$ cat src/rtl/biu8_ctrl.sv
// 8-bit pad bus interface unit: DATA/DIR/STATUS register access with strobed pad cycles.
// Define BIU8_CTRL_IRQ_EN to add the change-detect flag and the irq output.
module biu8_ctrl #(
  parameter int unsigned STROBE_CYC = 2
) (
  input  logic       clk,
  input  logic       rst_n,
  input  logic       cs,
  input  logic       we,
  input  logic [1:0] addr,
  input  logic [7:0] wdata,
  output logic [7:0] rdata,
  output logic       ready,
  output logic [7:0] data_o,
  output logic       wr_n,
  output logic       rd_n,
  output logic       en,
  output logic       sel,
  input  logic [7:0] data_i
`ifdef BIU8_CTRL_IRQ_EN
  ,
  output logic       irq
`endif
);

  localparam logic [2:0] IDLE    = 3'd0;
  localparam logic [2:0] WR_LOW  = 3'd1;
  localparam logic [2:0] WR_HOLD = 3'd2;
  localparam logic [2:0] RD_LOW  = 3'd3;
  localparam logic [2:0] RD_CAP  = 3'd4;
  localparam logic [2:0] DONE    = 3'd5;

  localparam logic [3:0] CNT_INIT = 4'(STROBE_CYC - 1);

  logic [2:0] state_q, state_d;
  logic [3:0] cnt_q, cnt_d;
  logic [7:0] rdata_q, rdata_d;
  logic [7:0] data_q, data_d;
  logic       ready_q, ready_d;
  logic       wr_n_q, wr_n_d;
  logic       rd_n_q, rd_n_d;
  logic       en_q, en_d;
  logic       sel_q, sel_d;
  logic       chg_bit;
  logic       busy;

  assign busy = (state_q != IDLE);

  always_comb begin
    state_d = state_q;
    cnt_d   = cnt_q;
    rdata_d = rdata_q;
    data_d  = data_q;
    ready_d = 1'b0;
    wr_n_d  = wr_n_q;
    rd_n_d  = rd_n_q;
    en_d    = en_q;
    sel_d   = sel_q;
    unique case (state_q)
      IDLE: begin
        if (cs) begin
          unique case (addr)
            2'd0: begin
              cnt_d = CNT_INIT;
              if (we) begin
                state_d = WR_LOW;
                data_d  = wdata;
                en_d    = 1'b1;
                wr_n_d  = 1'b0;
              end else begin
                state_d = RD_LOW;
                rd_n_d  = 1'b0;
              end
            end
            2'd1: begin
              state_d = DONE;
              ready_d = 1'b1;
              if (we) sel_d = wdata[0];
              else    rdata_d = {7'b0, sel_q};
            end
            2'd2: begin
              state_d = DONE;
              ready_d = 1'b1;
              if (!we) rdata_d = {6'b0, chg_bit, busy};
            end
            default: begin
              state_d = DONE;
              ready_d = 1'b1;
              if (!we) rdata_d = 8'h00;
            end
          endcase
        end
      end
      WR_LOW: begin
        if (cnt_q == 4'd0) begin
          state_d = WR_HOLD;
          wr_n_d  = 1'b1;
        end else begin
          cnt_d = cnt_q - 4'd1;
        end
      end
      WR_HOLD: begin
        state_d = DONE;
        en_d    = 1'b0;
        ready_d = 1'b1;
      end
      RD_LOW: begin
        if (cnt_q == 4'd0) begin
          state_d = RD_CAP;
          rd_n_d  = 1'b1;
        end else begin
          cnt_d = cnt_q - 4'd1;
        end
      end
      RD_CAP: begin
        state_d = DONE;
        ready_d = 1'b1;
        rdata_d = data_i;
      end
      DONE:    state_d = IDLE;
      default: state_d = IDLE;
    endcase
  end

  always_ff @(posedge clk) begin
    if (!rst_n) begin
      state_q <= IDLE;
      cnt_q   <= 4'd0;
      rdata_q <= 8'h00;
      data_q  <= 8'h00;
      ready_q <= 1'b0;
      wr_n_q  <= 1'b1;
      rd_n_q  <= 1'b1;
      en_q    <= 1'b0;
      sel_q   <= 1'b1;
    end else begin
      state_q <= state_d;
      cnt_q   <= cnt_d;
      rdata_q <= rdata_d;
      data_q  <= data_d;
      ready_q <= ready_d;
      wr_n_q  <= wr_n_d;
      rd_n_q  <= rd_n_d;
      en_q    <= en_d;
      sel_q   <= sel_d;
    end
  end

`ifdef BIU8_CTRL_IRQ_EN
  logic [7:0] prev_q;
  logic       prev_vld_q;
  logic       chg_q, chg_d;
  logic       chg_set, chg_clr;

  // First capture after reset only seeds the compare register.
  assign chg_set = (state_q == RD_CAP) && prev_vld_q && (data_i != prev_q);
  assign chg_clr = (state_q == IDLE) && cs && we &&
                   (addr == 2'd2) && wdata[1];
  assign chg_d   = chg_set | (chg_q & ~chg_clr);

  always_ff @(posedge clk) begin
    if (!rst_n) begin
      prev_q     <= 8'h00;
      prev_vld_q <= 1'b0;
      chg_q      <= 1'b0;
    end else begin
      chg_q <= chg_d;
      if (state_q == RD_CAP) begin
        prev_q     <= data_i;
        prev_vld_q <= 1'b1;
      end
    end
  end

  assign chg_bit = chg_q;
  assign irq     = chg_q;
`else
  assign chg_bit = 1'b0;
`endif

  assign rdata  = rdata_q;
  assign ready  = ready_q;
  assign data_o = data_q;
  assign wr_n   = wr_n_q;
  assign rd_n   = rd_n_q;
  assign en     = en_q;
  assign sel    = sel_q;

endmodule
$ cat config.mk
export PLATFORM = sky130hd
export DESIGN_NAME = biu8_ctrl
export DESIGN_NICKNAME = d
export VERILOG_FILES = /design/src/rtl/biu8_ctrl.sv
export SDC_FILE = /design/constraint.sdc
export NUM_CORES = 1
export LEC_CHECK = 0
export CAP_MARGIN = 20
export CELL_PAD_IN_SITES_DETAIL_PLACEMENT = 0
export CELL_PAD_IN_SITES_GLOBAL_PLACEMENT = 1
export CORE_UTILIZATION = 31
export CTS_BUF_LIST = sky130_fd_sc_hd__clkbuf_8
export CTS_CLUSTER_DIAMETER = 60
export DETAILED_ROUTE_END_ITERATION = 6
export PLACE_DENSITY_LB_ADDON = 0.1
export SLEW_MARGIN = 10
export SYNTH_ARGS = -nofsm -noshare
export SYNTH_HDL_FRONTEND = slang
export SYNTH_SLANG_ARGS = --single-unit
$ cat constraint.sdc
create_clock -name clk -period 1.6 [get_ports clk]
set_input_delay 0.32 -clock clk [delete_from_list [all_inputs] [get_ports clk]]
set_output_delay 0.32 -clock clk [all_outputs]
set_load 0.02 [all_outputs]
## After elaboration in Yosys (flattened, before gate mapping)

Cells that the tools add are included.

- Bits in registers: 28
- Output and inout port bits: 21
- Logic and storage cells: 75

- Add/sub/neg operators: 1
- Equality and inequality tests: 14
- Multiplexer cells: 32
- Reductions and logical operators: 19

Operators with widths:

| cell | number |
|---|---|
| $mux 8 | 4 |
| $pmux 8 s3 | 1 |
| $reduce_and 4->1 | 5 |
| $pmux 8 s2 | 1 |
| $ne 2x2->1 const B | 7 |
| $mux 1 | 12 |
| $mux 3 | 4 |
| $mux 4 | 3 |
| $pmux 3 s4 | 1 |
| $reduce_and 5->1 | 2 |
| $reduce_bool 2->1 | 5 |
| $pmux 1 s2 | 4 |
| $pmux 4 s2 | 1 |
| $eq 3x2->1 const B | 2 |
| $logic_not 4->1 | 1 |
| $reduce_or 2->1 | 2 |
| $sub 4x1->4 const B | 1 |
| $eq 3x1->1 const B | 1 |
| $eq 3x3->1 const B | 1 |
| $logic_not 3->1 | 1 |
| $reduce_and 3->1 | 1 |
| $reduce_bool 3->1 | 1 |
| $eq 2x1->1 const B | 1 |
| $eq 2x2->1 const B | 1 |
| 3 further kinds | 3 |

## Logic depth before layout (Yosys ltp)

Gate-level depths: netlist of run 1.

- Depth after elaboration: 5
- Gate-level depth with buffers: 6
- Depth with buffers taken out: 5

## Worst setup path after synthesis of run 1

Ideal clock, no wire load.

- Path type: input-to-reg
- Start point: input addr[0]
- End point: register rdata_q[0], in the netlist rdata[0]
- Setup time: 0.119 ns
- Data arrival time: 1.413 ns
- Required time: 1.481 ns
- Slack: 0.069 ns
- Stages: 6
- Buffers on the path: 1
- Path through: inv_1 > ha_1 > or3b_1 > buf_2 > and2_0 > o221a_1

- Word-level cells in the longest chain between the ends: 4
- Elaborated cells on any way between the ends: 8
- Those cells by class: eq/ne: 3; mux: 3; reduce/logical: 2

RTL lines:

| element | RTL line | text |
|---|---|---|
| from (decl) | 10 | `input logic [1:0] addr,` |
| $eq 2x2->1 (tied with other cells) | 62 | `unique case (addr)` |
| $pmux 8 s3 | 62 |  |
| $mux 8 | 61 | `if (cs) begin` |
| $pmux 8 s2 | 59 | `unique case (state_q)` |
| to (signal assigned) | 139 | `rdata_q <= rdata_d;` |
| to (decl) | 37 | `logic [7:0] rdata_q, rdata_d;` |

Parallel ways exist; a longest one is shown, timed or not. The select of a mux whose other input is x is not followed.
A chain may end at the register's enable or synchronous reset.

## Worst setup path in the final report of run 1

- Start point: input addr[1]
- End point: register rdata_q[0], in the netlist rdata[0]

Same word-level chain as after synthesis.

==> impl_metrics.csv, run 1 <==
group,metric,value,unit
final_layout,area_delta_synth_final,53.7,%
power_and_ir_drop,power.leakage,0.925,nW
logic_synthesis,synth_cell_type_count,42,
power_and_ir_drop,p_per_area,986,mW/mm²
timing,max_freq,0.638,GHz
global_route,grt_pass1_wl,5.40,mm
status,status,"complete, no violations",
global_route,grt_max_degree,25,
power_and_ir_drop,internal_power,0.00135,W
critical_path,cp_max_fo,4,
placement,dpl_worst_slack,-0.388,ns
job,drv_cap,0,
placement,place.port_buffers,42,
power_and_ir_drop,power_frac_clock,22.0,%
floorplanning,dieHeight,67.8,µm
logic_synthesis,synth_top_area_share,41.8,%
global_route,grt_overflow,0,
timing,hold_ws,0.463,ns
floorplanning,core,0.00409,mm²
power_and_ir_drop,p_sw,0.000679,W
timing,fin_skew,0.00565,ns
timing,finalHoldViolCount,0,
critical_path,worstPathCellList,"clkdlybuf4s50_1 -> inv_1 -> ha_2 -> or3b_4 -> and2_4 -> o221a_1",
route,drt_iter0_markers,55,
placement,place.detailed.hpwl,2.47,mm
critical_path,cp.arrival,1.75,ns
critical_path,reg2reg_slack,0.13,ns
floorplanning,dieArea,0.00459,mm²
logic_synthesis,netlist_area,0.00134,mm²
cts,clockRootBuffer,"clkbuf_8",
floorplanning,die_w,67.8,µm
timing,tns,0,ns
critical_path,path_class,"in -> reg",
logic_synthesis,synthesis.nets,177,
timing,layout_setup_ws,0.0318,ns
cts,cts_inserted_buffers,3,
global_route,first_global_vias,1171,
timing,slew_headroom,68.4,%
critical_path,reg2reg_to,"state_q[1]",
final_layout,fin_nets,232,
power_and_ir_drop,combPwrFrac,34.9,%
critical_path,worstPathRequired,1.78,ns
logic_synthesis,ys_seq_elements,28,
floorplanning,row_count,23,
logic_synthesis,synthFlopType,"dfxtp_1",
final_layout,final_cell_count_no_fill,256,
logic_synthesis,synthArstFlopShare,0,%
final_layout,final_cell_mix,"28 x dfxtp_1, 28 x clkdlybuf4s50_1, 21 x nand2_1",
critical_path,r2r.worst_path.cells,5,
global_route,antenna_found_initial,0,
logic_synthesis,synth_top_area_cell,"dfxtp_1",
cts,postCtsHoldBufs,0,
logic_synthesis,ys_seq_area_share,41.8,%
power_and_ir_drop,pwr-share-seq,43.1,%
timing,period_share,98.0,%
final_layout,antenna_cells,0,
cts,clkTransAtPathRegs,0.10,ns
critical_path,crit_path_top_delay_cell,"clkdlybuf4s50_1",
timing,period_minus_slack,1.57,ns
critical_path,cpPeakStageDelay,0.45,ns
timing,finalSetupViolations,0,
route,drc,0,
min_path,holdCritPathClass,"reg -> reg",
global_route,grtUsageTotal,15.7,%
min_path,hold_path_end,"data_o[6]",
min_path,holdPathStages,2,
min_path,min_from,"data_o[6]",
cts,cts.sinks,28,
route,wl_per_cell,13.4,µm
placement,gp_routability_congestion,0.787,
route,wl_met2,1.60,mm
route,route.met3.wl,216,µm
power_and_ir_drop,vdd_drop_max,647,µV
cts,clk_latency,0.28,ns
logic_synthesis,avgSynthCellArea,8.82,µm²
critical_path,worstReg2RegStart,"cnt_q[0]",
floorplanning,ios,43,
logic_synthesis,yosysWarningCount,0,
route,route.top_layer_used,"met4",
cts,cts_tree,"yes",
logic_synthesis,netlist_top_cells_area,"dfxtp_1 42%, mux2i_1 6.0%, nand2_1 5.9%",
cts,htreeDepth,1,
placement,post-place-cells,250,
route,dr_total_vias,1284,
final_layout,drive_above_1_share,18.0,%
timing,slew_violations,0,
cts,clk_path_buf_depth,2,
route,vias_per_cell,5.02,
floorplanning,initial_utilization,32.8,%
route,first_pass_iters,4,
placement,placed_cell_area,0.00190,mm²
timing,worst_pin_slew,0.473,ns
critical_path,crit_path_end_kind,"flop",
logic_synthesis,synthesis.instances,152,
route,ant_nets,0,
route,wl_met1,1.59,mm
final_layout,post-route-cell-area,0.00206,mm²
route,drt_wl_total,3.44,mm
critical_path,worstSetupStartpointType,"primary input",
logic_synthesis,synth_edf_count,0,
power_and_ir_drop,swShare,33.4,%
[final cells by class]
class	count	area (µm²)
fillers	386	2020
multi-input cells	105	754
repair buffers	60	596
flip-flops and latches	28	561
well taps	50	62.6
clock buffers	4	55.1
inverters	9	33.8
[power by group through the flow]
stage	clock network, W	logic [W]	registers (W)
after floorplan	0	0.000380	0.000896
after global placement	0	0.000656	0.000887
after detailed placement	0	0.000668	0.000890
after CTS	0.000464	0.000684	0.000873
after global routing	0.000490	0.000775	0.000890
final	0.000447	0.000709	0.000877
[Yosys cell counts (3+ instances only)]
| cell type | instances |
|---|---|
| dfxtp_1 | 28 |
| nand2_1 | 21 |
| a21oi_1 | 11 |
| nand3_1 | 9 |
| inv_1 | 8 |
| mux2i_1 | 8 |
| a22oi_1 | 7 |
| clkbuf_1 | 6 |
| nor2_1 | 5 |
| buf_2 | 4 |
| o31ai_1 | 4 |
| ha_1 | 3 |
| nand2b_1 | 3 |
[what timing repair did]
item	in CTS	in global routing
setup buffers	2	0
pin swaps	3	2
cloned	0	0
resized for setup	5	20
endpoints found under the setup margin	21	15
[worst max-delay path by stage]
stage	start	slack, ns	cells after the start	to
after floorplan	addr[0]	0.07	6	rdata[0]
after global placement	addr[0]	-0.34	6	rdata[0]
after detailed placement	addr[0]	-0.39	6	rdata[0]
after CTS	sel	0.005	1	sel
after global routing	cnt_q[0]	-0.000003	5	state_q[1]
final	addr[1]	0.03	6	rdata[0]
[critical path: cells and delay by family]
kind | cells | cell delay (ns)
AND/OR/NAND/NOR | 2 | 0.56
AO/OA/AOI/OAI | 1 | 0.19
buffers and inverters | 2 | 0.50
adder cells (fa/ha/maj) | 1 | 0.17
[layer usage]
metal | up-vias | global-route usage, %
li1 | 654 | -
met1 | 589 | 20.5
met2 | 39 | 25.1
met3 | 2 | 5.07
met4 | 0 | 3.13
met5 | - | 0
[logic make-up (layout without fill, tap and decap cells)]
family / after synthesis / after routing / share of synthesized area (%)
compound gates: 37 / 37 / 19.7
xor+xnor: 1 / 1 / 0.653
fa+ha+maj: 3 / 3 / 2.80
buf+inv: 19 / 73 / 5.69
flops: 28 / 28 / 41.8
mux: 8 / 8 / 5.97
simple gates: 56 / 56 / 23.4
[flip-flops by register name, summed over array words and instances, names as in the netlist]
name,cells
en,1
rdata,8
ready,1
state_q,3
cnt_q,4
sel,1
rd_n,1
data_o,8
wr_n,1
[stage by stage]
step / utilization [%] / total power [W]
after floorplan: - / 0.00128
after global placement: 46.5 / 0.00154
after detailed placement: 46.5 / 0.00156
after CTS: 48.7 / 0.00202
after global routing: 50.5 / 0.00216
final: 50.5 / 0.00203
Power figures use the tool's default switching activity.
==> run 2: changes to the inputs <==
--- a/config.mk
+++ b/config.mk
@@ -12,6 +12,7 @@
 export CTS_BUF_LIST = sky130_fd_sc_hd__clkbuf_8
 export CTS_CLUSTER_DIAMETER = 60
 export DETAILED_ROUTE_END_ITERATION = 6
+export HOLD_SLACK_MARGIN = 0.1
 export PLACE_DENSITY_LB_ADDON = 0.1
 export SLEW_MARGIN = 10
 export SYNTH_ARGS = -nofsm -noshare
==> results of run 2 <==
Same layout as run 1: the final DEF is identical, and so are final timing and power.
